**config.mk**
```make
export PLATFORM = sky130hd
export DESIGN_NAME = mano_timing_ctrl
export DESIGN_NICKNAME = d
export VERILOG_FILES = /design/src/rtl/mano_ctrl_pkg.sv /design/src/rtl/mano_seq_counter.sv /design/src/rtl/mano_timing_ctrl.sv
export SDC_FILE = /design/constraint.sdc
export NUM_CORES = 1
export LEC_CHECK = 0
export CAP_MARGIN = 5
export CORE_MARGIN = 4
export CORE_UTILIZATION = 36
export CTS_CLUSTER_DIAMETER = 120
export CTS_CLUSTER_SIZE = 30
export DETAILED_ROUTE_END_ITERATION = 8
export PLACE_DENSITY = 0.91
export SETUP_SLACK_MARGIN = 0.4
export SLEW_MARGIN = 20
export SYNTH_ARGS = -nofsm -noshare
export SYNTH_HDL_FRONTEND = slang
export SYNTH_HIERARCHICAL = 1
export SYNTH_SLANG_ARGS = --single-unit
```
**constraint.sdc**
```tcl
create_clock -name clk -period 2.07 [get_ports clk]
set_input_delay 0.414 -clock clk [delete_from_list [all_inputs] [get_ports clk]]
set_output_delay 0.414 -clock clk [all_outputs]
set_load 0.01 [all_outputs]
```
**src/rtl/mano_ctrl_pkg.sv**
```systemverilog
// Shared constants and helpers for the Mano basic-computer timing/control unit.
package mano_ctrl_pkg;

  // Sequence counter width: T0..T7
  localparam int SC_W = 3;

  // Opcode field ir[14:12]
  localparam logic [2:0] OP_AND  = 3'd0;
  localparam logic [2:0] OP_ADD  = 3'd1;
  localparam logic [2:0] OP_LDA  = 3'd2;
  localparam logic [2:0] OP_STA  = 3'd3;
  localparam logic [2:0] OP_BUN  = 3'd4;
  localparam logic [2:0] OP_BSA  = 3'd5;
  localparam logic [2:0] OP_ISZ  = 3'd6;
  localparam logic [2:0] OP_RRIO = 3'd7;

  // AC operation select handed to the datapath
  typedef enum logic [1:0] {
    AC_NONE = 2'b00,
    AC_AND  = 2'b01,
    AC_ADD  = 2'b10,
    AC_LDA  = 2'b11
  } ac_op_e;

  // 3->8 one-hot decode, shared by the timing decode and the opcode decode
  function automatic logic [7:0] onehot3(input logic [2:0] v);
    onehot3 = 8'b0000_0001 << v;
  endfunction

endpackage

```
**src/rtl/mano_seq_counter.sv**
```systemverilog
// Sequence counter SC with increment / clear / hold and gated one-hot timing output.
module mano_seq_counter
  import mano_ctrl_pkg::*;
(
  input  logic            clk,
  input  logic            rst_n,
  input  logic            en,       // S flip-flop: count only while running
  input  logic            clr,      // end of instruction (or illegal T7)
  output logic [SC_W-1:0] sc,
  output logic [SC_W-1:0] sc_next,
  output logic [7:0]      t
);

  logic [SC_W-1:0] sc_q;
  logic [SC_W-1:0] sc_d;
  logic [7:0]      dec;

  // Next count: forced to 0 when stopped or at end of instruction
  always_comb begin
    sc_d = sc_q + 3'd1;
    if (!en || clr) begin
      sc_d = '0;
    end
  end

  // SC register
  always_ff @(posedge clk or negedge rst_n) begin
    if (!rst_n) begin
      sc_q <= '0;
    end else begin
      sc_q <= sc_d;
    end
  end

  assign dec     = onehot3(sc_q);
  assign sc      = sc_q;
  assign sc_next = sc_d;

  // Timing lines are all low while the computer is stopped
  for (genvar gi = 0; gi < 8; gi++) begin : g_tgate
    assign t[gi] = en & dec[gi];
  end

endmodule

```
**src/rtl/mano_timing_ctrl.sv**
```systemverilog
// Timing/control unit: run flag, opcode/I latches, and per-cycle register strobes.
module mano_timing_ctrl
  import mano_ctrl_pkg::*;
#(
  parameter int START_RUNNING   = 0,
  parameter int CLR_PC_ON_START = 1
) (
  input  logic        clk,
  input  logic        rst_n,
  input  logic        start,
  input  logic [15:0] ir,
  input  logic        dr_zero,
  output logic [7:0]  t,
  output logic [7:0]  d,
  output logic        i_bit,
  output logic        running,
  output logic        pc_ld,
  output logic        pc_inc,
  output logic        pc_clr,
  output logic        ar_ld_pc,
  output logic        ar_ld_ir,
  output logic        ar_ld_mem,
  output logic        ar_inc,
  output logic        ir_ld,
  output logic        mem_rd,
  output logic        mem_wr,
  output logic        dr_ld,
  output logic        dr_inc,
  output logic [1:0]  ac_op,
  output logic        rr_exec,
  output logic        io_exec,
  output logic        sc_err
);

  logic            s_q, s_d;
  logic [7:0]      d_q, d_d;
  logic            i_q, i_d;
  logic            sc_err_q, sc_err_d;
  logic            sc_clr;
  logic            hlt;
  logic [SC_W-1:0] sc;
  logic [SC_W-1:0] sc_next;
  logic            mem_ref_rd;
  logic            unused_ir;

  // Only the opcode, I bit and HLT bit are inspected here
  assign unused_ir = ^{ir[11:1], sc};

  mano_seq_counter u_sc (
    .clk     (clk),
    .rst_n   (rst_n),
    .en      (s_q),
    .clr     (sc_clr),
    .sc      (sc),
    .sc_next (sc_next),
    .t       (t)
  );

  // HLT is a register-reference instruction with ir[0] set
  assign hlt = t[3] & d_q[OP_RRIO] & ~i_q & ir[0];

  // End-of-instruction detect; T7 is illegal and always wraps back to T0
  always_comb begin
    sc_clr = t[7]
           | (t[3] & d_q[OP_RRIO])
           | (t[4] & (d_q[OP_STA] | d_q[OP_BUN]))
           | (t[5] & (d_q[OP_AND] | d_q[OP_ADD] | d_q[OP_LDA] | d_q[OP_BSA]))
           | (t[6] & d_q[OP_ISZ]);
  end

  // Next-state for run flag, opcode/I latches and sticky error
  always_comb begin
    s_d = s_q;
    if (!s_q && start) begin
      s_d = 1'b1;
    end else if (hlt) begin
      s_d = 1'b0;
    end
    d_d = d_q;
    i_d = i_q;
    if (t[2]) begin
      d_d = onehot3(ir[14:12]);
      i_d = ir[15];
    end
    sc_err_d = sc_err_q | (sc_next == 3'd7);
  end

  // Control state registers
  always_ff @(posedge clk or negedge rst_n) begin
    if (!rst_n) begin
      s_q      <= (START_RUNNING != 0);
      d_q      <= 8'h00;
      i_q      <= 1'b0;
      sc_err_q <= 1'b0;
    end else begin
      s_q      <= s_d;
      d_q      <= d_d;
      i_q      <= i_d;
      sc_err_q <= sc_err_d;
    end
  end

  // Memory read + DR load at T4 for the operand-fetching instructions
  assign mem_ref_rd = t[4] & (d_q[OP_AND] | d_q[OP_ADD] | d_q[OP_LDA] | d_q[OP_ISZ]);

  // Strobe decode; t is zero while stopped, so every strobe except pc_clr is too
  always_comb begin
    ar_ld_pc  = t[0];
    ir_ld     = t[1];
    ar_ld_ir  = t[2];
    rr_exec   = t[3] & d_q[OP_RRIO] & ~i_q;
    io_exec   = t[3] & d_q[OP_RRIO] & i_q;
    ar_ld_mem = t[3] & ~d_q[OP_RRIO] & i_q;
    mem_rd    = t[1] | ar_ld_mem | mem_ref_rd;
    dr_ld     = mem_ref_rd;
    dr_inc    = t[5] & d_q[OP_ISZ];
    ar_inc    = t[4] & d_q[OP_BSA];
    mem_wr    = (t[4] & (d_q[OP_STA] | d_q[OP_BSA])) | (t[6] & d_q[OP_ISZ]);
    pc_ld     = (t[4] & d_q[OP_BUN]) | (t[5] & d_q[OP_BSA]);
    pc_inc    = t[1] | (t[6] & d_q[OP_ISZ] & dr_zero);
    pc_clr    = (CLR_PC_ON_START != 0) & ~s_q & start;
    ac_op     = AC_NONE;
    if (t[5]) begin
      if (d_q[OP_AND]) ac_op = AC_AND;
      if (d_q[OP_ADD]) ac_op = AC_ADD;
      if (d_q[OP_LDA]) ac_op = AC_LDA;
    end
  end

  assign d       = d_q;
  assign i_bit   = i_q;
  assign running = s_q;
  assign sc_err  = sc_err_q;

endmodule

```
==> metrics.md <==
| Metric | Value |
|---|---|
| Fillers | about 160 |
| Hold/Removal Path Class | reg2reg |
| Top_reg_cell synth | dfrtp_1 |
| Buffers on Ports | 43 |
| Fin crit share | 1.04 |
| CTS tree | done |
| Achievable Freq | 465 MHz |
| Critical path type | reg2out |
| Final GP Congestion | slightly below 0.9 |
| Min cycle time layout | 2.15 ns |
| Mapped Area | approximately 850 um2 |
| Area Overhead vs Synth | 97.4% |
| Comb pwr share | 0.707 |
| Top post-synthesis cells by area | dfrtp_1 41%, ha_1 8.8%, inv_1 4.8% |
| CP required | 1.66 ns |
| Endpoint, Worst Hold | sc_err |
| Clk buf depth | 2 |
| Maxcap violations | 0 |
| Placed cell areas | between 1000 and 1500 um2 |
| Clock group share of total power | 0.066 |
| Count of final setup violators | 2 |
| # DRC | 0 |
| Gate Count Post-Synth | 82 |
| Die ar. | 3220 um2 |
| Share of cells above drive strength 1 | 0.597 |
| Syn Area/Cell | 10.4 um2 |
| Vias in the first global route | ~1000 |
| Die H | 56.7 um |
| Setup ws final | -0.0799 ns |
| Rows | 17 |
| Drt pass-1 iters | 4 |
| Num ports | 55 |
| Register area share after synthesis | 0.410 |
| Starting Density | 0.383 |
| Max-slew violations | 0 |
| Cell depth of the worst flop-to-flop path | 10 |
| Relative max-transition margin | 0.558 |
| Leading cell types by count after synthesis | 14 x dfrtp_1, 11 x inv_1, 6 x ha_1, 6 x o22ai_1, 5 x nand2b_1 |
| Failing checks | negative setup slack |
| Psw | 0.968 mW |
| R2r endpoint | sc_err |
| Clock slew at reported path FFs | 0.07 ns |
| Actual slew at the worst max-slew pin | 0.660 ns |
| Largest net degree at the start of global routing | 15 |
| Crit path max fanout | 3 |
| Critical path launch point type | flip-flop |
| Worst-skew pair later-pin latency | 0.29 ns |
| CTS Hold Buffers Added | 0 |
| Syn_nets | 108 |
| Sequential Power Share | 0.227 |
| Antenna Nets Post-Route | 0 |
| Max VDD drop | 981 uV |
| Gr usage total | 0.197 |
| Final net count | roughly 180 |
| FF-to-FF Start | u_sc/sc[0] |
| Largest area contributor in the netlist | dfrtp_1 |
| Min-delay src | sc_err |
| Crit. End Element | primary output |
| Routed len/inst | 17.6 um |
| # H-tree levels | 1 |
| Root buffer cell | clkbuf_4 |
| Power Density | 1410 nW/um2 |
| Hold Vio Cnt, Final | 0 |
| Ys Warns | 6 |
| WL final | roughly 3.2 mm |
| Grt ovf | 0 |
| Total power | around 2.4 mW |
| CP Data Arrival Time | around 1.7 ns |
| Status | complete, but fails checks |
| Initial antenna violation count | 0 |
| First-pass GRT wire length | approximately 4.9 mm |
| Die X | 56.7 um |
| Netlist cell types | 31 |
| Switch share | 0.407 |
| DP HPWL | 2.10 mm |
| Most common cell in the netlist | dfrtp_1 |
| CTS Buf Count | 3 |
| Seq cells post-synth | 14 |
| RSZ-0062 raised after global routing | yes |
| Drt first-iter violations | 6 |
| Int Power | 1.41 mW |
| Post-Layout Inst Area | 1690 um2 |
| R2R Setup Slk | 0.17 ns |
| Leakage | 0.837 nW |
| Placement Setup Slack | -0.102 ns |
| Core ar. | between 2000 and 2500 um2 |
| Total clock sinks | 14 |
| Number of flops mapped to enable cells by yosys | 0 |
| Routed vias | 956 |
| Yosys top cell area share | 0.410 |
| Antenna Cells | 0 |
| Worst hold stages | 1 |
| Avg Vias per Cell | 5.25 |
| Clock Skew | 0.0131 ns |
| Ys async rst share | 1.00 |
==> how the worst max path moves through the flow <==
| stage | slack, ns | depth (start not counted) | endpoint | start |
|---|---|---|---|---|
| floorplan | 0.36 | 7 | sc_err | u_sc/sc[0] |
| global placement | -0.06 | 6 | mem_rd | u_sc/sc[0] |
| detailed placement | -0.10 | 6 | mem_rd | u_sc/sc[0] |
| CTS | -0.07 | 7 | mem_rd | u_sc/sc[1] |
| global route | -0.15 | 7 | mem_rd | u_sc/sc[0] |
| finish | -0.08 | 7 | mem_rd | u_sc/sc[0] |
==> metrics by stage <==
step / std cells / TNS (ns) / hold WS, ns / utilization
after global routing: 182 / -0.461 / 0.530 / 0.755
final: 182 / -0.121 / 0.482 / 0.755
after CTS: 173 / -0.0691 / 0.489 / 0.703
after floorplan: 82 / 0 / 0.118 / -
after detailed placement: 161 / -0.212 / 0.467 / 0.634
after global placement: 161 / -0.0954 / 0.464 / 0.634
==> kinds of logic after synthesis <==
group,Yosys count,share of synthesized area
buffers and inverters,16,0.0937
and+or+nand+nor,26,0.224
AOI/OAI and AO/OA,19,0.171
adders and majority gates,6,0.0878
muxes,1,0.0132
DFF,14,0.410
==> per-layer routing <==
metal,track usage,routed length [um],vias to the layer above
met1,0.228,1220,470
met5,0,0,-
met4,0.0746,65,0
li1,-,-,434
met3,0.0483,245,6
met2,0.345,1680,46
==> worst max-delay path: stages (launching register included) <==
cell	delay, ns
dfrtp_1	0.39
inv_2	0.07
ha_4	0.15
and3_4	0.16
o41a_1	0.12
buf_4	0.15
a311o_1	0.27
buf_2	0.14
==> repair_timing <==
| action | CTS | global route |
|---|---|---|
| buffers inserted | 9 | 9 |
| pin swaps | 6 | 3 |
| endpoints found under the setup margin | 36 | 34 |
| resized for setup | 134 | 17 |
==> cells in the final DEF, fill, tap and decap left out, types with 2 or more instances in the layout <==
cell             Yosys  routed
a31o_2               2       2
dlymetal6s2s_1       0       2
ha_4                 0       4
and3b_2              1       2
inv_2                0       2
buf_6                1      17
nor3b_2              2       2
dfrtp_1             14      12
buf_12               0       2
and3_4               0       5
inv_1               11       9
clkbuf_4             0       3
clkdlybuf4s50_1      0       9
o22ai_1              6       6
dlygate4sd2_1        0       8
buf_4                3      23
nand2b_1             5       4
and3b_1              4       3
ha_2                 0       2
dfrtp_2              0       2
and2_4               0       3
buf_2                1      12
o32ai_2              0       2
==> final cells by class <==
type	instances	area [um2]	area share
clock buffers	3	22.5	0.0134
inverters	11	41.3	0.0245
multi-input cells	52	574	0.341
flip-flops and latches	14	353	0.209
well taps	28	35.0	0.0208
repair buffers	74	661	0.392
==> flip-flops by register name, summed over array words and instances (netlist names) <==
name and count:
d 8, u_sc/sc 3, running 1, sc_err 1, i_bit 1
==> power by group through the flow <==
| stage | Combinational, mW | Sequential (mW) | Clock [mW] |
|---|---|---|---|
| 4_1_cts | 1.51 | 0.539 | 0.157 |
| 3_5_place_dp | 1.11 | 0.446 | 0 |
| 3_3_place_gp | 1.08 | 0.440 | 0 |
| 5_1_grt | 1.80 | 0.569 | 0.169 |
| 6_report | 1.68 | 0.540 | 0.156 |
| 2_1_floorplan | 0.534 | 0.467 | 0 |
(Power assumes the default switching activity.)
==> RTL change (same settings) <==
Make the reset (`rst_n`) synchronous in 2 clocked blocks.
--- a/src/rtl/mano_seq_counter.sv
+++ b/src/rtl/mano_seq_counter.sv
@@ -26,3 +26,3 @@
   // SC register
-  always_ff @(posedge clk or negedge rst_n) begin
+  always_ff @(posedge clk) begin
     if (!rst_n) begin
--- a/src/rtl/mano_timing_ctrl.sv
+++ b/src/rtl/mano_timing_ctrl.sv
@@ -88,3 +88,3 @@
   // Control state registers
-  always_ff @(posedge clk or negedge rst_n) begin
+  always_ff @(posedge clk) begin
     if (!rst_n) begin
Check against the original RTL: differs if rst_n is asserted again (counterexample within 4 cycles, from zero or initial values and one cycle with rst_n low); with rst_n held inactive, the same outputs for 10 cycles.
==> RTL change against the unedited design <==
- sequential share of layout area fell by 2.2 points
- routed wire length shrank 11%
- global-route usage is 2.1 points lower
- critical path type unchanged
- worst setup slack got worse by 0.019 ns
- the run still ends with setup timing left
- sequential cell count did not move
- design area decreased by 8.1%
- highest routed layer unchanged
- synthesized area is 2.6% higher
Power is left out: it rests on default switching activity, and per cell area and clock period it moved more than threefold.
==> RTL change: results (changes against the unedited design) <==
Parameter                              Value

Run status
  Outcome ... finished with violations
  Failing checks ... setup timing

Finish
  Count of fill cells added during filler insertion ... 180 (+15%)
  Share of cells above drive strength 1 ... 0.497 (-0.101)
  Multi-input logic area ... 619 um2 (+7.8%)
  Register Area ... 290 um2 (-18%)
  Summed area of non-filler cells in the final layout ... 1550 um2 (-8.1%)
  Clock buffer count in the final layout ... 4 (+1)
  Final-layout clock-cell area share ... 0.0169 (+0.00360)
  Count of placed standard cells in the final layout, fillers left out ... 185 (+1.6%)
  Non-clock buffer share of cell area ... 0.362 (-0.0301)
  Buffers, non-clock ... 66 (-11%)

Synth
  Average cell area after synthesis ... 9.53 um2 (-8.5%)
  Async set-or-reset flop fraction in the synthesized netlist ... 0 (-1.00)
  Library cells used by synthesis ... 33 (+6.5%)
  Share of the synthesized area in compound gates (AO/OA/AOI/OAI) ... 0.137 (-0.0344)
  Nets in the synthesized netlist ... 118 (+9.3%)
  Main area contributors after synthesis ... sky130_fd_sc_hd__dfxtp_1, sky130_fd_sc_hd__ha_1, sky130_fd_sc_hd__and3b_1
  Sequential fraction of the synthesis area ... 0.320 (-0.0904)
  Multiplexer share of the synthesized area ... 0.0114 (-0.00176)

Global route
  First-pass GRT wire length ... 4510 um (-8.0%)
  Global routing usage on met3 ... 0.0385 (-0.00981)
  Maximum number of pins on one net before global-route repair ... 17 (+2)
  Met2 capacity usage during global routing ... 0.316 (-0.0288)
  Total GRT Usage ... 0.176 (-0.0209)
  Number of global-route vias before repair ... 939 (-5.8%)

Routing
  Wirelength, routed ... 2870 um (-11%)
  Count of vias placed by the detailed router ... 970 (+1.5%)
  Detailed router's first-iteration violation count ... 15 (+9)

STA
  Setup_tns ... -0.0984 ns (+0.0224 ns)
  Fin Clk Skew ... 0.00876 ns (-0.00435 ns)
  Final setup violation count ... 1 (-1)
  Worst-Margin Slew ... 0.260 ns (-0.400 ns)
  Hold slack final ... 0.519 ns (+0.0372 ns)
  Smallest setup slack after layout ... -0.0984 ns (-0.0185 ns)

Critical path
  CP max stage cell ... sky130_fd_sc_hd__dfxtp_4
  Longest individual stage delay on the worst path ... 0.37 ns (-0.02 ns)
  R2r startpoint ... u_sc/sc[0]
  Reg-to-reg slack, setup ... 0.08 ns (-0.09 ns)

Worst hold path
  Cell count of the worst hold path ... 2 (+1)
  Hold Path End ... sc_err
  Min-Delay Startpoint ... sc_err

CTS
  Reg clk slew, reported paths ... 0.09 ns (+0.02 ns)

Floorplanning
  Die ar. ... 3290 um2 (+2.3%)

Placement
  Placed wire-length estimate after detailed placement ... 2150 um (+2.5%)
  Cell Area, Placed ... 1490 um2 (+4.9%)
  Dpl ws ... -0.174 ns (-0.0726 ns)
[RTL change: changes by cell type after synthesis, sizes merged, moves of 3 or more]
cell and change:
dfrtp -14, dfxtp +14, a21oi +8, inv -6, o22ai -6, nand2b +3
nand4b +3
[RTL change: routing by layer]
metal,wire length [um],part of all wire
met5,0,0
met4,21,0.0073
met3,187,0.065
met2,1460,0.51
met1,1190,0.42
[RTL change: critical path: cells and delay by family (launching register included)]
kind          cells  cell delay, ns
fa+ha+maj         2            0.32
buf+inv           1            0.13
flops             1            0.37
simple gates      3            0.65
[RTL change: cells by family after synthesis]
kind of cell             count (synthesis)
flip-flops                              14
AND/OR/NAND/NOR                         42
adder cells (fa/ha/maj)                  6
multiplexers                             1
buffers and inverters                   10
AO/OA/AOI/OAI                           19
[RTL change: repair_timing]
item / in CTS / in global routing
gates resized for setup: 108 / 11
pin swaps: 7 / 2
buffers inserted: 4 / 2
setup endpoints to repair: 36 / 40
